==> src/rtl/shake_pkg.sv <==
// ---------------------------------------------------------------------------
// shake_pkg
// Shared types and constants for the SHAKE/SHA3 absorb path.
//   mode_t          : message mode carried in the header
//   state_t         : loader FSM states
//   RATE_BYTES      : sponge rate in bytes for each mode
//   DOMAIN_BYTE     : first padding byte (domain separation + first pad bit)
//   words_per_block : number of W-bit words that fill one rate-sized block
// ---------------------------------------------------------------------------
package shake_pkg;

    typedef enum logic [1:0] {
        MODE_SHAKE128 = 2'd0,
        MODE_SHAKE256 = 2'd1,
        MODE_SHA3_256 = 2'd2,
        MODE_SHA3_512 = 2'd3
    } mode_t;

    typedef enum logic [1:0] {
        ST_IDLE = 2'd0,
        ST_LOAD = 2'd1,
        ST_PAD  = 2'd2,
        ST_HOLD = 2'd3
    } state_t;

    localparam int MAX_RATE_BYTES = 168;

    localparam int RATE_BYTES [4] = '{168, 136, 136, 72};

    // SHAKE uses suffix 1111 and SHA3 uses suffix 01, each followed by the
    // first '1' of pad10*1, packed LSB-first into one byte.
    localparam logic [7:0] DOMAIN_BYTE [4] = '{8'h1F, 8'h1F, 8'h06, 8'h06};

    // W/8 divides every rate, so the division is always exact.
    function automatic int words_per_block(input mode_t mode, input int w);
        return RATE_BYTES[mode] / (w / 8);
    endfunction

endpackage

==> src/rtl/absorb_sipo.sv <==
// ---------------------------------------------------------------------------
// absorb_sipo
// Serial-in / parallel-out block buffer for the absorb stage. Message words
// are written at a word index with a per-byte valid mask (invalid bytes are
// stored as zero), and the pad10*1 bytes are OR-ed in on request.
//   clk, rst       : clock, synchronous active-high reset (clears buffer)
//   clear          : synchronous buffer clear
//   wr_en          : write wr_data into word slot wr_idx
//   wr_idx         : word slot inside the block
//   wr_data        : message word, byte 0 at bits [7:0]
//   wr_mask        : per-byte valid mask for wr_data
//   pad_en         : OR padding into the buffer this cycle
//   pad_off        : byte offset receiving the domain byte
//   pad_rate       : rate in bytes; byte pad_rate-1 receives 0x80
//   pad_domain     : domain byte value
//   block_data     : full buffer contents, byte i at bits 8*i +: 8
// ---------------------------------------------------------------------------
module absorb_sipo #(
    parameter int W        = 64,
    parameter int MAX_RATE = 1344,
    parameter int WIDX_W   = 6
) (
    input  logic                clk,
    input  logic                rst,
    input  logic                clear,
    input  logic                wr_en,
    input  logic [WIDX_W-1:0]   wr_idx,
    input  logic [W-1:0]        wr_data,
    input  logic [W/8-1:0]      wr_mask,
    input  logic                pad_en,
    input  logic [7:0]          pad_off,
    input  logic [7:0]          pad_rate,
    input  logic [7:0]          pad_domain,
    output logic [MAX_RATE-1:0] block_data
);

    localparam int BPW    = W / 8;
    localparam int NBYTES = MAX_RATE / 8;

    logic [7:0] pad_last;

    // Index of the final byte of the rate, which carries the closing pad bit.
    always_comb begin
        pad_last = pad_rate - 8'd1;
    end

    // Each buffer byte is its own register with a fixed word slot and lane, so
    // the write path is a simple index compare instead of a variable shift.
    for (genvar i = 0; i < NBYTES; i++) begin : g_byte
        localparam int              LANE = i % BPW;
        localparam logic [WIDX_W-1:0] SLOT = WIDX_W'(i / BPW);

        logic [7:0] byte_q;
        logic [7:0] pad_bits;

        // Both pad contributions may land on the same byte when the message
        // ends one byte before the rate, giving 0x9F or 0x86 there.
        always_comb begin
            pad_bits = 8'h00;
            if (pad_off == 8'(i)) begin
                pad_bits = pad_bits | pad_domain;
            end
            if (pad_last == 8'(i)) begin
                pad_bits = pad_bits | 8'h80;
            end
        end

        // Clear wins over write, write over pad; the loader never asks for
        // write and pad in the same cycle.
        always_ff @(posedge clk) begin
            if (rst || clear) begin
                byte_q <= 8'h00;
            end else if (wr_en && (wr_idx == SLOT)) begin
                byte_q <= wr_mask[LANE] ? wr_data[LANE*8 +: 8] : 8'h00;
            end else if (pad_en) begin
                byte_q <= byte_q | pad_bits;
            end
        end

        assign block_data[i*8 +: 8] = byte_q;
    end

endmodule

==> src/rtl/shake_absorb_loader.sv <==
// ---------------------------------------------------------------------------
// shake_absorb_loader
// Input stage of the SHAKE/SHA3 core. Takes a header (mode, byte length),
// collects W-bit message words into a rate-sized block, applies byte-exact
// pad10*1 with the mode's domain byte and offers every full block to the
// permutation over valid/ready.
//   clk, rst                : clock, synchronous active-high reset
//   hdr_valid/hdr_ready     : header handshake
//   hdr_mode, hdr_len       : mode (0..3) and message length in bytes
//   valid_in/ready_out      : message word handshake
//   data_in                 : message word, byte 0 at bits [7:0]
//   block_valid/block_ready : block handshake towards the permutation
//   block_data              : padded block, message byte i at 8*(i mod rate)
//   block_last              : block is the final block of the message
//   block_mode              : mode of the message in flight
//   busy                    : loader is not idle
// ---------------------------------------------------------------------------
module shake_absorb_loader
    import shake_pkg::*;
#(
    parameter int W        = 64,
    parameter int LEN_W    = 32,
    parameter int MAX_RATE = 1344
) (
    input  logic                clk,
    input  logic                rst,
    input  logic                hdr_valid,
    output logic                hdr_ready,
    input  logic [1:0]          hdr_mode,
    input  logic [LEN_W-1:0]    hdr_len,
    input  logic                valid_in,
    output logic                ready_out,
    input  logic [W-1:0]        data_in,
    output logic                block_valid,
    input  logic                block_ready,
    output logic [MAX_RATE-1:0] block_data,
    output logic                block_last,
    output logic [1:0]          block_mode,
    output logic                busy
);

    localparam int BPW    = W / 8;
    localparam int WIDX_W = $clog2(MAX_RATE / W) + 1;

    state_t              state_q, state_d;
    mode_t               mode_q, mode_d;
    logic [LEN_W-1:0]    len_q, len_d;
    logic [LEN_W-1:0]    rem_q, rem_d;
    logic [WIDX_W-1:0]   idx_q, idx_d;
    logic                last_q, last_d;

    logic [LEN_W-1:0]    take;
    logic [LEN_W-1:0]    rem_after;
    logic [WIDX_W-1:0]   idx_after;
    logic [BPW-1:0]      byte_mask;
    logic [7:0]          rate_cur;
    logic [7:0]          off_cur;
    logic [7:0]          domain_cur;
    logic [WIDX_W-1:0]   wpb_cur;

    logic                buf_clear;
    logic                buf_wr;
    logic                buf_pad;
    logic [MAX_RATE-1:0] buf_data;

    // Per-word bookkeeping: bytes consumed by this word (never more than what
    // is left, so rem cannot wrap) and the resulting counters.
    always_comb begin
        take      = (rem_q < LEN_W'(BPW)) ? rem_q : LEN_W'(BPW);
        rem_after = rem_q - take;
        idx_after = idx_q + WIDX_W'(1);
    end

    // A lane is valid while its byte position in the word is below rem; on
    // the final partial word this drops the trailing garbage bytes.
    for (genvar b = 0; b < BPW; b++) begin : g_mask
        assign byte_mask[b] = (LEN_W'(b) < rem_q);
    end

    // Mode-dependent constants for the message in flight.
    always_comb begin
        rate_cur   = 8'(RATE_BYTES[mode_q]);
        domain_cur = DOMAIN_BYTE[mode_q];
        wpb_cur    = WIDX_W'(words_per_block(mode_q, W));
    end

    // Offset of the first pad byte inside the final block. Constant divisors
    // per mode keep this to fixed-modulus logic.
    always_comb begin
        off_cur = 8'h00;
        case (mode_q)
            MODE_SHAKE128:                off_cur = 8'(len_q % LEN_W'(RATE_BYTES[0]));
            MODE_SHAKE256, MODE_SHA3_256: off_cur = 8'(len_q % LEN_W'(RATE_BYTES[1]));
            default:                      off_cur = 8'(len_q % LEN_W'(RATE_BYTES[3]));
        endcase
    end

    // State register.
    always_ff @(posedge clk) begin
        if (rst) begin
            state_q <= ST_IDLE;
        end else begin
            state_q <= state_d;
        end
    end

    // Header, length and block counters. Reset drops any message in flight.
    always_ff @(posedge clk) begin
        if (rst) begin
            mode_q <= MODE_SHAKE128;
            len_q  <= '0;
            rem_q  <= '0;
            idx_q  <= '0;
            last_q <= 1'b0;
        end else begin
            mode_q <= mode_d;
            len_q  <= len_d;
            rem_q  <= rem_d;
            idx_q  <= idx_d;
            last_q <= last_d;
        end
    end

    // Next-state and buffer control. A message whose length is an exact
    // multiple of the rate fills its last block from data alone, so it goes
    // to HOLD as a non-final block and the padding follows in its own block.
    always_comb begin
        state_d   = state_q;
        mode_d    = mode_q;
        len_d     = len_q;
        rem_d     = rem_q;
        idx_d     = idx_q;
        last_d    = last_q;
        buf_clear = 1'b0;
        buf_wr    = 1'b0;
        buf_pad   = 1'b0;

        case (state_q)
            ST_IDLE: begin
                if (hdr_valid) begin
                    mode_d  = mode_t'(hdr_mode);
                    len_d   = hdr_len;
                    rem_d   = hdr_len;
                    idx_d   = '0;
                    last_d  = 1'b0;
                    state_d = (hdr_len == '0) ? ST_PAD : ST_LOAD;
                end
            end

            ST_LOAD: begin
                if (valid_in) begin
                    buf_wr = 1'b1;
                    rem_d  = rem_after;
                    idx_d  = idx_after;
                    if ((rem_after == '0) && (off_cur != 8'h00)) begin
                        state_d = ST_PAD;
                    end else if (idx_after == wpb_cur) begin
                        last_d  = 1'b0;
                        state_d = ST_HOLD;
                    end
                end
            end

            ST_PAD: begin
                buf_pad = 1'b1;
                last_d  = 1'b1;
                state_d = ST_HOLD;
            end

            ST_HOLD: begin
                if (block_ready) begin
                    buf_clear = 1'b1;
                    if (last_q) begin
                        state_d = ST_IDLE;
                    end else if (rem_q != '0) begin
                        idx_d   = '0;
                        state_d = ST_LOAD;
                    end else begin
                        state_d = ST_PAD;
                    end
                end
            end

            default: begin
                state_d = ST_IDLE;
            end
        endcase
    end

    absorb_sipo #(
        .W        (W),
        .MAX_RATE (MAX_RATE),
        .WIDX_W   (WIDX_W)
    ) u_sipo (
        .clk        (clk),
        .rst        (rst),
        .clear      (buf_clear),
        .wr_en      (buf_wr),
        .wr_idx     (idx_q),
        .wr_data    (data_in),
        .wr_mask    (byte_mask),
        .pad_en     (buf_pad),
        .pad_off    (off_cur),
        .pad_rate   (rate_cur),
        .pad_domain (domain_cur),
        .block_data (buf_data)
    );

    // Outputs decode from registered state only; reset forces them all low
    // for as long as it is asserted.
    always_comb begin
        hdr_ready   = !rst && (state_q == ST_IDLE);
        ready_out   = !rst && (state_q == ST_LOAD);
        block_valid = !rst && (state_q == ST_HOLD);
        block_last  = !rst && (state_q == ST_HOLD) && last_q;
        busy        = !rst && (state_q != ST_IDLE);
        block_mode  = rst ? 2'b00 : 2'(mode_q);
        block_data  = rst ? '0 : buf_data;
    end

endmodule

==> config.mk <==
export PLATFORM = sky130hd
export DESIGN_NAME = shake_absorb_loader
export DESIGN_NICKNAME = d
export VERILOG_FILES = /design/src/rtl/shake_pkg.sv /design/src/rtl/absorb_sipo.sv /design/src/rtl/shake_absorb_loader.sv
export SDC_FILE = /design/constraint.sdc
export NUM_CORES = 2
export LEC_CHECK = 0
export ABC_AREA = 1
export CAP_MARGIN = 0
export CORE_AREA = 2 2 569 571
export CTS_CLUSTER_DIAMETER = 40
export DETAILED_ROUTE_END_ITERATION = 10
export DIE_AREA = 0 0 571 573
export GPL_TIMING_DRIVEN = 0
export HOLD_SLACK_MARGIN = 0.05
export PLACE_DENSITY_LB_ADDON = 0.1
export RECOVER_POWER = 25
export SLEW_MARGIN = 10
export SYNTH_ARGS = -nofsm -noshare
export SYNTH_HDL_FRONTEND = slang
export SYNTH_SLANG_ARGS = --single-unit
==> constraint.sdc <==
create_clock -name clk -period 101.9 [get_ports clk]
set_input_delay 20.38 -clock clk [delete_from_list [all_inputs] [get_ports clk]]
set_output_delay 20.38 -clock clk [all_outputs]
set_load 0.01 [all_outputs]
**Word-level counts from Yosys, hierarchy flattened**

Index checks and enable logic that the tools add are counted.

- Flip-flop bits (word level): 1419
- Latch bits: 0
- Memory bits (writable): 0
- Bits in read-only memories: 0
- Input port bits: 103
- Output and inout port bits: 1351
- Word-level logic and storage cells: 1517
- Memories: 0

- Add/sub/neg operators: 4
- Multiply operators: 0
- Div/mod/pow operators: 3
- Order comparisons: 10
- Equal/unequal tests: 368
- Shift-type cells: 0
- Muxes and demuxes: 718
- Bitwise logic cells: 170
- Reduce and logical (&&, ||, !) cells: 70

Operator list:

| kind | count |
|---|---|
| 2-to-1 mux 8 bit | 682 |
| 2-to-1 mux 1344 bit | 1 |
| bitwise OR 8 bit | 168 |
| == test 8 x 7 -> 1 bit, second input constant | 128 |
| == test 8 bit, second input constant | 80 |
| == test 8 x 6 -> 1 bit, second input constant | 64 |
| == test 8 x 5 -> 1 bit, second input constant | 32 |
| 2-to-1 mux 32 bit | 5 |
| == test 8 x 4 -> 1 bit, second input constant | 16 |
| less-than comparator 3 x 32 -> 1 bit, first input constant | 4 |
| binary-select mux 32 bit (select 2 bit) | 1 |
| == test 8 x 3 -> 1 bit, second input constant | 8 |
| zero test 32 bit | 2 |
| less-than comparator 1 x 32 -> 1 bit, first input constant | 2 |
| less-than comparator 2 x 32 -> 1 bit, first input constant | 2 |
| remainder unit 32 x 8 -> 32 bit, second input constant | 2 |
| one-hot mux 32 bit (2 select lines) | 1 |
| == test 6 x 4 -> 1 bit, second input constant | 8 |
| nonzero test 2 bit | 23 |
| == test 8 x 2 -> 1 bit, second input constant | 4 |
| less-than comparator 32 x 4 -> 1 bit, second input constant | 1 |
| remainder unit 32 x 7 -> 32 bit, second input constant | 1 |
| nonzero test 32 bit | 1 |
| subtractor 32 bit | 1 |
| other kinds (39) | 106 |

**Longest topological paths before layout**

- Depth in word-level cells: 12
- Depth in mapped cells: 296
- Mapped depth without buffers: 274

**By module**

From an unflattened synthesis, not the netlist that was laid out.

- Cell total of the unflattened synthesis: 14951
- Area, all modules: 94579.5 µm²

By module, submodules not included:

| module | times used | cells an instance | area each (µm²) | seq. area each (µm²) |
|---|---|---|---|---|
| absorb_sipo | 1 | 7539 | 57727.9 | 26905.8 |
| shake_absorb_loader | 1 | 7412 | 36851.6 | 1501.4 |

**Worst setup path after synthesis**

No wires, ideal clock.

- Kind: input port to output port
- From: in rst
- To: out block_data[1333]
- Arrival time: 21.478 ns
- Data required time: 81.520 ns
- Path slack: 60.042 ns
- Stages on the path: 5
- Path buffers: 4
- Cell sequence: clkbuf_1 clkbuf_1 buf_1 buf_1 nor2_1

- Word-level cells in the longest chain between the ends: 1

Ends and longest elaborated chain:

| what | RTL line | text |
|---|---|---|
| from (decl) | shake_absorb_loader.sv:26 | `input logic rst,` |
| 2-to-1 mux 1344 bit | shake_absorb_loader.sv:218 | `block_data = rst ? '0 : buf_data;` |
| to (decl) | shake_absorb_loader.sv:36 | `output logic [MAX_RATE-1:0] block_data,` |

Every way passes these cells.

**Worst setup path after layout**

- From: reg mode_q[1]
- To: reg state_q[1]

- Word-level cells in the longest chain between the ends: 10
- Elaborated cells on any way between the ends: 20
- Those cells by class: add/sub: 1; eq/ne: 4; mux: 7; bitwise: 2; reduce/logical: 6

Ends and longest elaborated chain:

| what | RTL line | text |
|---|---|---|
| from (decl) | shake_absorb_loader.sv:46 | `mode_t mode_q, mode_d;` |
| from (signal assigned) | shake_absorb_loader.sv:116 | `mode_q <= mode_d;` |
| NOT 2 -> 3 bit (implied by the code) | shake_pkg.sv:36 | `return RATE_BYTES[mode] / (w / 8);` |
| binary-select mux 32 bit (select 2 bit) | shake_pkg.sv:36 |  |
| 2-to-1 mux 32 bit (implied by the code) (2 in a row) | shake_pkg.sv:36 |  |
| OR reduction 3 bit (no line) | n/a |  |
| bitwise AND 1 bit (no line) | n/a |  |
| adder 6 x 1 -> 6 bit (no line) | n/a |  |
| == test 6 bit | shake_absorb_loader.sv:157 | `end else if (idx_after == wpb_cur) begin` |
| != test 3 bit (no line) | n/a |  |
| AND reduction 4 bit (no line) | n/a |  |
| to (signal assigned) | shake_absorb_loader.sv:103 | `state_q <= state_d;` |
| to (decl) | shake_absorb_loader.sv:45 | `state_t state_q, state_d;` |

Parallel ways exist; a longest one is shown, timed or not. The select of a mux whose other input is x is not followed.
A chain may end at the register's enable or synchronous reset.

==> metrics <==
min Tclk post-route 55530 ps; top_reg_cell synth dfxtp_1; failing checks capacitance limit, slew limit; vias in the first global route 105000; Fin Clk Skew 109 ps; Seq/Total Area, Yosys 29.2%; Clock Latency Late Sink 970 ps; slowest stage delay, CP 830 ps; CTS Hold Bufs 0; total track usage 44.7%; drt pass-1 iters 7; Setup Buffers After CTS 0; core area 320000 µm²; count of final setup violators 0; Net count, final 16100; Die ar. 327000 µm²; post-CTS resize count 0; CTS Sinks 1419; total CTS buffers 318; GRT met3 Usage 13.6%; GRT busiest layer met2; Slowest cell on crit path a21oi_1; Critical Path Fanout Max 11; pre-CTS setup slack 47620 ps; PortBufs 1452; DP Wirelength 607 mm; GRT overflow 0; # fillers 34400; initial DRC count 17500; Reg clk slew, reported paths 40 ps; number of synthesized flops with an enable pin 0; DRT Wirelength 766 mm; first-pass GRT wire length 988 mm; Vias 116000; Post-synth ARST share 0%; die height 573 µm; drt wl/cell 37.2 µm; Synth Cell Area 97400 µm²; status finished with violations; YS warnings 0; Area Growth Syn to Fin 32.5%; Syn Nets 14300; initial antenna violation count 110; post-synthesis cell type count 79; max-cap violation count 26; DRC 0; post-synth top area cell dfxtp_1; final setup margin 46370 ps; M1 GR Usage 55.0%; met2 usage 62.6%; # IOs 1454; Placer Congestion 1.04; crit path launch type flip-flop; Synth Register Bits 1419; Tightest Hold Check Type flip-flop to flip-flop; Hold Violations, Final 0; post-synth top area share 29.2%; Slew Limit Fails 234; CP dominant cell by count inv_1; Fmax 0.0180 GHz; top cells by area, synth dfxtp_1 29%, inv_1 8.7%, nor2_1 8.7%, nand2_1 7.2%, a21oi_1 6.1%; FP Rows 208; Final period util 54.5%; largest net degree at the start of global routing 21; worst-case clock buffer depth 4; Worst-Margin Slew 2490 ps; Setup CP Type flip-flop to flip-flop; Worst Path Required 102670 ps; crit path DAT 56310 ps; ANT nets after route 0; RSZ-0062 raised after global routing no; Root Buffer clkbuf_16; Die X 571 µm; setup tns final 0 ps; Initial Util 30.4%; crit end category flip-flop; CTS tree yes; htree depth 5; Syn Area/Cell 6.88 µm²; Mapped Cells 14200; routed vias/inst 5.64; Max-slew headroom -65.7%; layout cells sized above 1 15.0%
cells by family after synthesis:
family	synth area share [%]
AO/OA/AOI/OAI	18.7
XOR/XNOR	0.987
adder cells (fa/ha/maj)	1.12
buffers and inverters	17.0
flip-flops	29.2
other	0.00385
AND/OR/NAND/NOR	33.1
layout by cell type, fill, tap and decap left out, types with 169 or more instances in the layout:
cell	synthesis	final
o21ai_0	627	627
clkdlybuf4s50_1	0	1354
a31oi_1	246	246
nor2_2	164	169
nand3_2	193	193
nand3_1	471	471
o221ai_1	247	247
o22ai_1	590	590
inv_1	2251	2250
a21oi_1	1178	1178
nor2_1	2249	2243
dfxtp_1	1419	1419
nand2_2	316	319
clkbuf_8	297	354
clkbuf_16	0	320
nand2_4	229	229
nand2_1	1880	1877
clkbuf_1	435	423
worst paths after layout:
kind                                 from          to  slack [ps]  cells after the start
worst max-delay path            mode_q[1]  state_q[1]       46370                    248
worst min-delay path               last_q      last_q         460                      2
worst max register to register  mode_q[1]  state_q[1]       46370                    248
worst min register to register     last_q      last_q         460                      2
metrics by stage:
stage          area (µm²)  hold slack, ps  instances  util (%)
2_1_floorplan       97400             435      14200         -
3_3_place_gp       117000             454      19900      36.6
3_5_place_dp       118000             455      19900      36.8
4_1_cts            129000             461      20500      40.3
5_1_grt            129000             484      20500      40.3
6_report           129000             465      20600      40.3
registers in the layout, summed over array words and instances (netlist names):
signal,cells
len_q,32
mode_q,2
u_sipo.g_byte.byte_q,1344
state_q,2
idx_q,6
last_q,1
rem_q,32
cell type report:
cell class	count	area, µm²	area share (%)
clock buffer	419	8970	6.95
tap	4305	5390	4.17
timing repair buffer	1471	14800	11.5
multi-input combinational	9476	52500	40.6
clock inverter	165	2270	1.75
buffer	899	7680	5.95
inverter	2365	8970	6.94
sequential	1419	28400	22.0
antenna	56	140	0.109
metal layers:
metal  share of wire (%)  wire length, µm
met5               0.061              471
met1                  38           294000
met2                  40           303000
met4                  10            80200
met3                  12            88100
worst max-delay path: cells and delay by family, from the launching register on:
| kind | cells | cell delay (ps) |
|---|---|---|
| buffers and inverters | 58 | 8900 |
| DFF | 1 | 560 |
| xor gates and xnor gates | 2 | 400 |
| adders and majority gates | 27 | 10500 |
| and+or+nand+nor | 119 | 18180 |
| AOI/OAI and AO/OA | 42 | 16480 |
synthesized netlist by cell type, drive strengths merged, types with 2 or more instances:
cell type    number
xnor2            42
a22oi             3
ha               87
o21ai           735
o211ai           27
nand4           174
or2              25
nor4             21
nor2           2546
o21bai           13
nand3           809
xor2             67
nor3b             2
nand2          2435
clkbuf          735
a221oi            4
inv            2325
nor3             67
nand3b           59
a21boi            2
dlygate4sd3      54
buf             109
o22ai           590
o21a              2
a21oi          1259
dfxtp          1419
and2              6
a31oi           246
o221ai          247
clkinv           40
Power is left out: the tool's default activity adds up to more than one toggle a clock period on the data nets, which glitch-free logic cannot reach.
